[config.mk]
export PLATFORM = sky130hd
export DESIGN_NAME = histogram_sram_denetleyici
export DESIGN_NICKNAME = d
export VERILOG_FILES = /design/src/rtl/histogram_sram_denetleyici.sv
export SDC_FILE = /design/constraint.sdc
export NUM_CORES = 1
export LEC_CHECK = 0
export BUFFER_PORTS_ARGS = -buffer_cell sky130_fd_sc_hd__buf_4
export CORE_ASPECT_RATIO = 0.9
export CORE_MARGIN = 5
export CORE_UTILIZATION = 25
export CTS_CLUSTER_DIAMETER = 120
export DETAILED_ROUTE_END_ITERATION = 6
export PLACE_DENSITY = 0.49
export SETUP_SLACK_MARGIN = 0.02
export SLEW_MARGIN = 40
export SYNTH_ARGS = -nofsm -noshare
export SYNTH_HDL_FRONTEND = slang
export SYNTH_SLANG_ARGS = --single-unit
[constraint.sdc]
create_clock -name clk_i -period 2.2 [get_ports clk_i]
set_input_delay 0.33 -clock clk_i [delete_from_list [all_inputs] [get_ports clk_i]]
set_output_delay 0.33 -clock clk_i [all_outputs]
set_load 0.03 [all_outputs]
[src/rtl/histogram_sram_denetleyici.sv]
// Histogram SRAM sequencer: clear, builder grant, RMW drain, CDF scan.
// Optional HIST_CDF_MIN_EN keeps the cdf_min_o latch; otherwise cdf_min_o is 0.
module histogram_sram_denetleyici #(
    parameter int ADR_BIT       = 8,
    parameter int VERI_BIT      = 17,
    parameter int BOSALT_CEVRIM = 2
) (
    input  logic                clk_i,
    input  logic                rstn_i,
    input  logic                kare_basla_i,
    input  logic                kare_bitti_i,
    input  logic                hb_wr_i,
    input  logic [ADR_BIT-1:0]  hb_waddr_i,
    input  logic [VERI_BIT-1:0] hb_wdata_i,
    input  logic                hb_rd_i,
    input  logic [ADR_BIT-1:0]  hb_raddr_i,
    output logic [VERI_BIT-1:0] hb_rdata_o,
    output logic                hb_izin_o,
    output logic                sram_csb0_o,
    output logic [ADR_BIT-1:0]  sram_addr0_o,
    output logic [VERI_BIT-1:0] sram_din0_o,
    output logic                sram_csb1_o,
    output logic [ADR_BIT-1:0]  sram_addr1_o,
    input  logic [VERI_BIT-1:0] sram_dout1_i,
    output logic                cdf_gecerli_o,
    output logic [ADR_BIT-1:0]  cdf_adres_o,
    output logic [VERI_BIT-1:0] cdf_o,
    output logic [VERI_BIT-1:0] cdf_min_o,
    output logic                tarama_bitti_o,
    output logic                mesgul_o,
    output logic                hata_o
);
    localparam logic [2:0] BOSTA   = 3'd0;
    localparam logic [2:0] TEMIZLE = 3'd1;
    localparam logic [2:0] TOPLA   = 3'd2;
    localparam logic [2:0] BOSALT  = 3'd3;
    localparam logic [2:0] TARAMA  = 3'd4;

    localparam int SW = ADR_BIT + 1;
    localparam logic [SW-1:0] SON_ADR    = SW'((1 << ADR_BIT) - 1);
    localparam logic [SW-1:0] TARAMA_SON = SW'(1 << ADR_BIT);
    localparam logic [SW-1:0] BOSALT_SON = SW'(BOSALT_CEVRIM - 1);
    localparam logic [VERI_BIT-1:0] DOYMA = '1;

    logic [2:0]          durum_q, durum_d;
    logic [SW-1:0]       sayac_q, sayac_d;
    logic                hb_izin_q, hata_q, gecerli_q, bitti_q;
    logic [ADR_BIT-1:0]  adres_q;
    logic [VERI_BIT-1:0] toplam_q, cdf_simdi;
    logic [VERI_BIT:0]   toplam_genis;
    logic                sahip, istek, hata_kur, hata_sil, tarama_giris;

    assign sahip = (durum_q == TOPLA) || (durum_q == BOSALT);
    assign istek = hb_wr_i | hb_rd_i;

    always_comb begin
        durum_d = durum_q;
        sayac_d = sayac_q + SW'(1);
        unique case (durum_q)
            BOSTA: begin
                sayac_d = '0;
                if (kare_basla_i) durum_d = TEMIZLE;
            end
            TEMIZLE: begin
                if (sayac_q == SON_ADR) begin
                    durum_d = TOPLA;
                    sayac_d = '0;
                end
            end
            TOPLA: begin
                sayac_d = '0;
                if (kare_basla_i) durum_d = TEMIZLE;
                else if (kare_bitti_i) durum_d = BOSALT;
            end
            BOSALT: begin
                if (kare_basla_i) begin
                    durum_d = TEMIZLE;
                    sayac_d = '0;
                end else if (sayac_q == BOSALT_SON) begin
                    durum_d = TARAMA;
                    sayac_d = '0;
                end
            end
            TARAMA: begin
                if (sayac_q == TARAMA_SON) begin
                    durum_d = BOSTA;
                    sayac_d = '0;
                end
            end
            default: begin
                durum_d = BOSTA;
                sayac_d = '0;
            end
        endcase
    end

    // Set beats clear so an error in the start cycle is not lost.
    assign hata_kur = (istek && !sahip)
                   || (kare_basla_i && durum_q != BOSTA)
                   || (kare_bitti_i && durum_q != TOPLA);
    assign hata_sil = kare_basla_i && (durum_q == BOSTA);
    assign tarama_giris = (durum_d == TARAMA) && (durum_q != TARAMA);

    always_comb begin
        sram_csb0_o  = 1'b1;
        sram_addr0_o = '0;
        sram_din0_o  = '0;
        sram_csb1_o  = 1'b1;
        sram_addr1_o = '0;
        unique case (durum_q)
            TEMIZLE: begin
                sram_csb0_o  = 1'b0;
                sram_addr0_o = sayac_q[ADR_BIT-1:0];
            end
            TOPLA, BOSALT: begin
                sram_csb0_o  = ~hb_wr_i;
                sram_addr0_o = hb_waddr_i;
                sram_din0_o  = hb_wdata_i;
                sram_csb1_o  = ~hb_rd_i;
                sram_addr1_o = hb_raddr_i;
            end
            TARAMA: begin
                sram_csb1_o  = sayac_q[ADR_BIT];
                sram_addr1_o = sayac_q[ADR_BIT-1:0];
            end
            default: ;
        endcase
    end

    // Read data arrives one cycle after the address, so the sample is
    // the registered running sum plus the live SRAM word.
    assign toplam_genis = {1'b0, toplam_q} + {1'b0, sram_dout1_i};
    assign cdf_simdi = toplam_genis[VERI_BIT] ? DOYMA
                                              : toplam_genis[VERI_BIT-1:0];

    always_ff @(posedge clk_i or negedge rstn_i) begin
        if (!rstn_i) begin
            durum_q   <= BOSTA;
            sayac_q   <= '0;
            hb_izin_q <= 1'b0;
            hata_q    <= 1'b0;
            gecerli_q <= 1'b0;
            adres_q   <= '0;
            toplam_q  <= '0;
            bitti_q   <= 1'b0;
        end else begin
            durum_q   <= durum_d;
            sayac_q   <= sayac_d;
            hb_izin_q <= (durum_d == TOPLA) || (durum_d == BOSALT);
            hata_q    <= (hata_q & ~hata_sil) | hata_kur;
            gecerli_q <= (durum_q == TARAMA) && !sayac_q[ADR_BIT];
            if ((durum_q == TARAMA) && !sayac_q[ADR_BIT])
                adres_q <= sayac_q[ADR_BIT-1:0];
            if (tarama_giris)
                toplam_q <= '0;
            else if (gecerli_q)
                toplam_q <= cdf_simdi;
            bitti_q   <= (durum_q == TARAMA) && (durum_d == BOSTA);
        end
    end

`ifdef HIST_CDF_MIN_EN
    logic [VERI_BIT-1:0] cdf_min_q;
    logic                bulundu_q;

    always_ff @(posedge clk_i or negedge rstn_i) begin
        if (!rstn_i) begin
            cdf_min_q <= '0;
            bulundu_q <= 1'b0;
        end else if (tarama_giris) begin
            cdf_min_q <= '0;
            bulundu_q <= 1'b0;
        end else if (gecerli_q && !bulundu_q && (sram_dout1_i != '0)) begin
            cdf_min_q <= cdf_simdi;
            bulundu_q <= 1'b1;
        end
    end

    assign cdf_min_o = cdf_min_q;
`else
    assign cdf_min_o = '0;
`endif

    assign hb_rdata_o     = sram_dout1_i;
    assign hb_izin_o      = hb_izin_q;
    assign cdf_gecerli_o  = gecerli_q;
    assign cdf_adres_o    = adres_q;
    assign cdf_o          = gecerli_q ? cdf_simdi : '0;
    assign tarama_bitti_o = bitti_q;
    assign mesgul_o       = (durum_q != BOSTA);
    assign hata_o         = hata_q;
endmodule
==> flow_metrics.tcl <==
set metrics [dict create \
    nNetsFinal 674 \
    critPathSlowestCell "dfrtp_1" \
    drive_gt1_frac 0.5034 \
    core-area_mm2 0.01385 \
    grt_max_degree 42 \
    cpMostUsedCell "buf_6" \
    layout_setup_ws_ps -660.1 \
    clk_pin_slew_ps 70 \
    drt-vias-per-instance 4.659 \
    path_class "reg -> out" \
    syn_area_mm2 0.003490 \
    drcViolationCount 0 \
    clkSinkCount 41 \
    ant_nets 0 \
    path_buf_inv 3 \
    grt_pass1_vias 3494 \
    avgSynthCellArea_um2 8.511 \
    die-area_mm2 0.01642 \
    synthCells 410 \
    critical_path.top_delay_family "compound AO/OA/AOI/OAI gates" \
    placed_area_mm2 0.005129 \
    crit_path_start_kind "register" \
    area.growth.synth_to_final_pct 66.05 \
    status "finished, violations left" \
    drt_iter0_drc 137 \
    reg2reg_slack_ps -230 \
    hp-class "in -> async" \
    cts_tree "done" \
    routabilityCongestion 0.8359 \
    rsz0062_at_grt "yes" \
    finalClockSkew_ps 10.91 \
    row_count 41 \
    die_h_um 122.1 \
    grt_first_pass_wirelength_um 17680 \
    overflow 0 \
    power_density_mw_per_mm2 1096 \
    fin_crit_sh 1.300 \
    final_hold_viol_count 0 \
    violations "negative setup slack" \
    initial_core_util 0.2519 \
    cts_hold_buf 0 \
    fp.dieW_um 134.5 \
    async_flop_share 1.000 \
    pin_count 155 \
    cts_buffer_depth 2 \
    fmax_mhz 349.6 \
    yosysWarnings 0 \
    p_leak_nw 2.743 \
    yosysSeqAreaShare 0.2940 \
    tightest_slew_ps 584.6 \
    antenna_cells 0 \
    setup_viol 30 \
    ir_worst_vdd_uv 612.4 \
    crit_path_end_kind "primary output" \
    synth-main-ff-cell "dfrtp_1" \
    final-instance-count-excl-fill 768 \
    clk_latency_ps 300 \
    cp-startpoint "toplam_q[0]$_DFFE_PN0P_" \
    wl_um 11400 \
    path_max_fanout 4 \
    critPathRequiredTime_ps 1870 \
    regToRegEndpoint "toplam_q[3]$_DFFE_PN0P_" \
    crit_path_cell_trace "ha_2 -> inv_2 -> fa_2 -> nand2b_4 -> a21o_1 -> a22o_4 -> buf_6 -> o21ai_4 -> xnor2_2 -> a21boi_2 -> buf_6" \
    numCtsBuffers 5 \
    synth_edf_count 0 \
    slew_headroom 0.6103 \
    dp_hpwl_um 8785 \
    r2r_start "toplam_q[11]$_DFFE_PN0P_" \
    critPathArrivalTime_ps 2530 \
    htreeDepth 2 \
    vias 3578 \
    rr_worst_depth 12 \
    grt_use_total 0.1316 \
    synth.distinct_cells 58 \
    root_buffer "clkbuf_16" \
    antenna_found_initial 0 \
    holdWs_ps 18.62 \
    postLayoutCellArea_mm2 0.005794 \
    max-cap-violations 0 \
    dr.pass1.iters 4 \
    wire_per_inst_um 14.85 \
    io_buffers 137 \
    ys_ff_latch 41 \
    drv_slew 0 \
    final_core_util 0.4183 \
    crit_path_max_incr_delay_ps 360 \
    dp.cells 740 \
    period_needed_ps 2860 \
]
flip-flops by register name, summed over array words and instances (netlist names):
signal          cells
hb_izin_o           1
toplam_q           17
cdf_gecerli_o       1
sayac_q             9
tarama_bitti_o      1
hata_o              1
durum_q             3
cdf_adres_o         8
cell families after synthesis:
kind of cell             after synthesis  synth area share
XOR/XNOR                              17           0.04267
AND/OR/NAND/NOR                      136            0.1936
flip-flops                            41            0.2940
adder cells (fa/ha/maj)               23           0.08462
other                                  1          0.001075
buffers and inverters                 73            0.1276
AO/OA/AOI/OAI                        110            0.2277
multiplexers                           9           0.02869
through the flow:
stage	total power, mW	worst slack (ps)	TNS [ps]
after floorplan	3.339	-185.5	-2094
after global placement	4.631	-460.3	-8916
after detailed placement	4.635	-448.5	-9866
after CTS	6.110	-654.2	-11900
after global routing	6.792	-747.4	-14110
final	6.353	-660.1	-11410
per-layer routing:
layer | vias up | global-route usage | share of wire
met3 | 9 | 0.04046 | 0.078
li1 | 1773 | - | -
met2 | 111 | 0.2117 | 0.46
met1 | 1685 | 0.1759 | 0.45
met4 | 0 | 0.02545 | 0.0080
met5 | - | 0 | 0
cell usage after synthesis (3+ instances only):
cell type	number	area share
nor2_1	46	0.049
nor2b_1	3	0.0054
a211oi_1	4	0.0086
ha_1	22	0.079
a22o_1	6	0.015
a311oi_1	15	0.038
a21boi_0	17	0.037
xnor2_1	6	0.015
nand2b_1	4	0.0072
mux2_2	8	0.026
dfrtp_1	41	0.29
o21ai_0	11	0.016
buf_6	3	0.0097
clkbuf_1	19	0.020
inv_1	13	0.014
and2_1	23	0.041
o21a_1	4	0.0086
xor2_1	11	0.028
or3_1	3	0.0054
nand3_1	14	0.020
a31oi_1	4	0.0072
a21oi_1	26	0.037
and3_1	10	0.018
buf_4	35	0.075
nand2_1	20	0.022
how the worst max path moves through the flow:
| stage | endpoint | cells past startpoint |
|---|---|---|
| floorplan | cdf_o[16] | 9 |
| CTS | cdf_o[16] | 10 |
| detailed placement | cdf_o[16] | 11 |
| global placement | cdf_o[14] | 11 |
| global route | cdf_o[10] | 11 |
| finish | cdf_o[10] | 11 |
where the power goes:
group	internal (mW)	switching, mW
clock	0.539	0.345
combinational	2.16	2.15
sequential	0.966	0.192
total	3.66	2.69
what timing repair did:
action                     in CTS  in global routing
setup endpoints to repair      34                 59
gates resized for setup        46                 20
buffers inserted               10                 13
pin swaps                      11                 11
gates cloned                    2                  0
cell usage in the layout, fill, tap and decap left out, types with 4 or more instances in the layout:
master,count
a21boi_4,14
a21oi_1,23
a22o_1,5
a311oi_1,10
a311oi_2,6
a31oi_1,4
and2_1,23
and3_1,10
buf_4,192
buf_6,24
clkbuf_16,5
conb_1,17
dfrtp_1,40
ha_1,15
ha_4,5
inv_1,12
mux2_2,8
nand2_1,18
nand3_1,13
nor2_1,45
o21a_1,4
o21ai_0,7
xor2_1,9
layout make-up:
type	instances	area, um2
fill	1372	8056
clock inverter	2	38.79
multi-input combinational	312	2489
clock buffer	6	128.9
timing repair buffer	222	1847
inverter	13	48.80
sequential	41	1027
tap	172	215.2
Power figures use the tool's default switching activity.
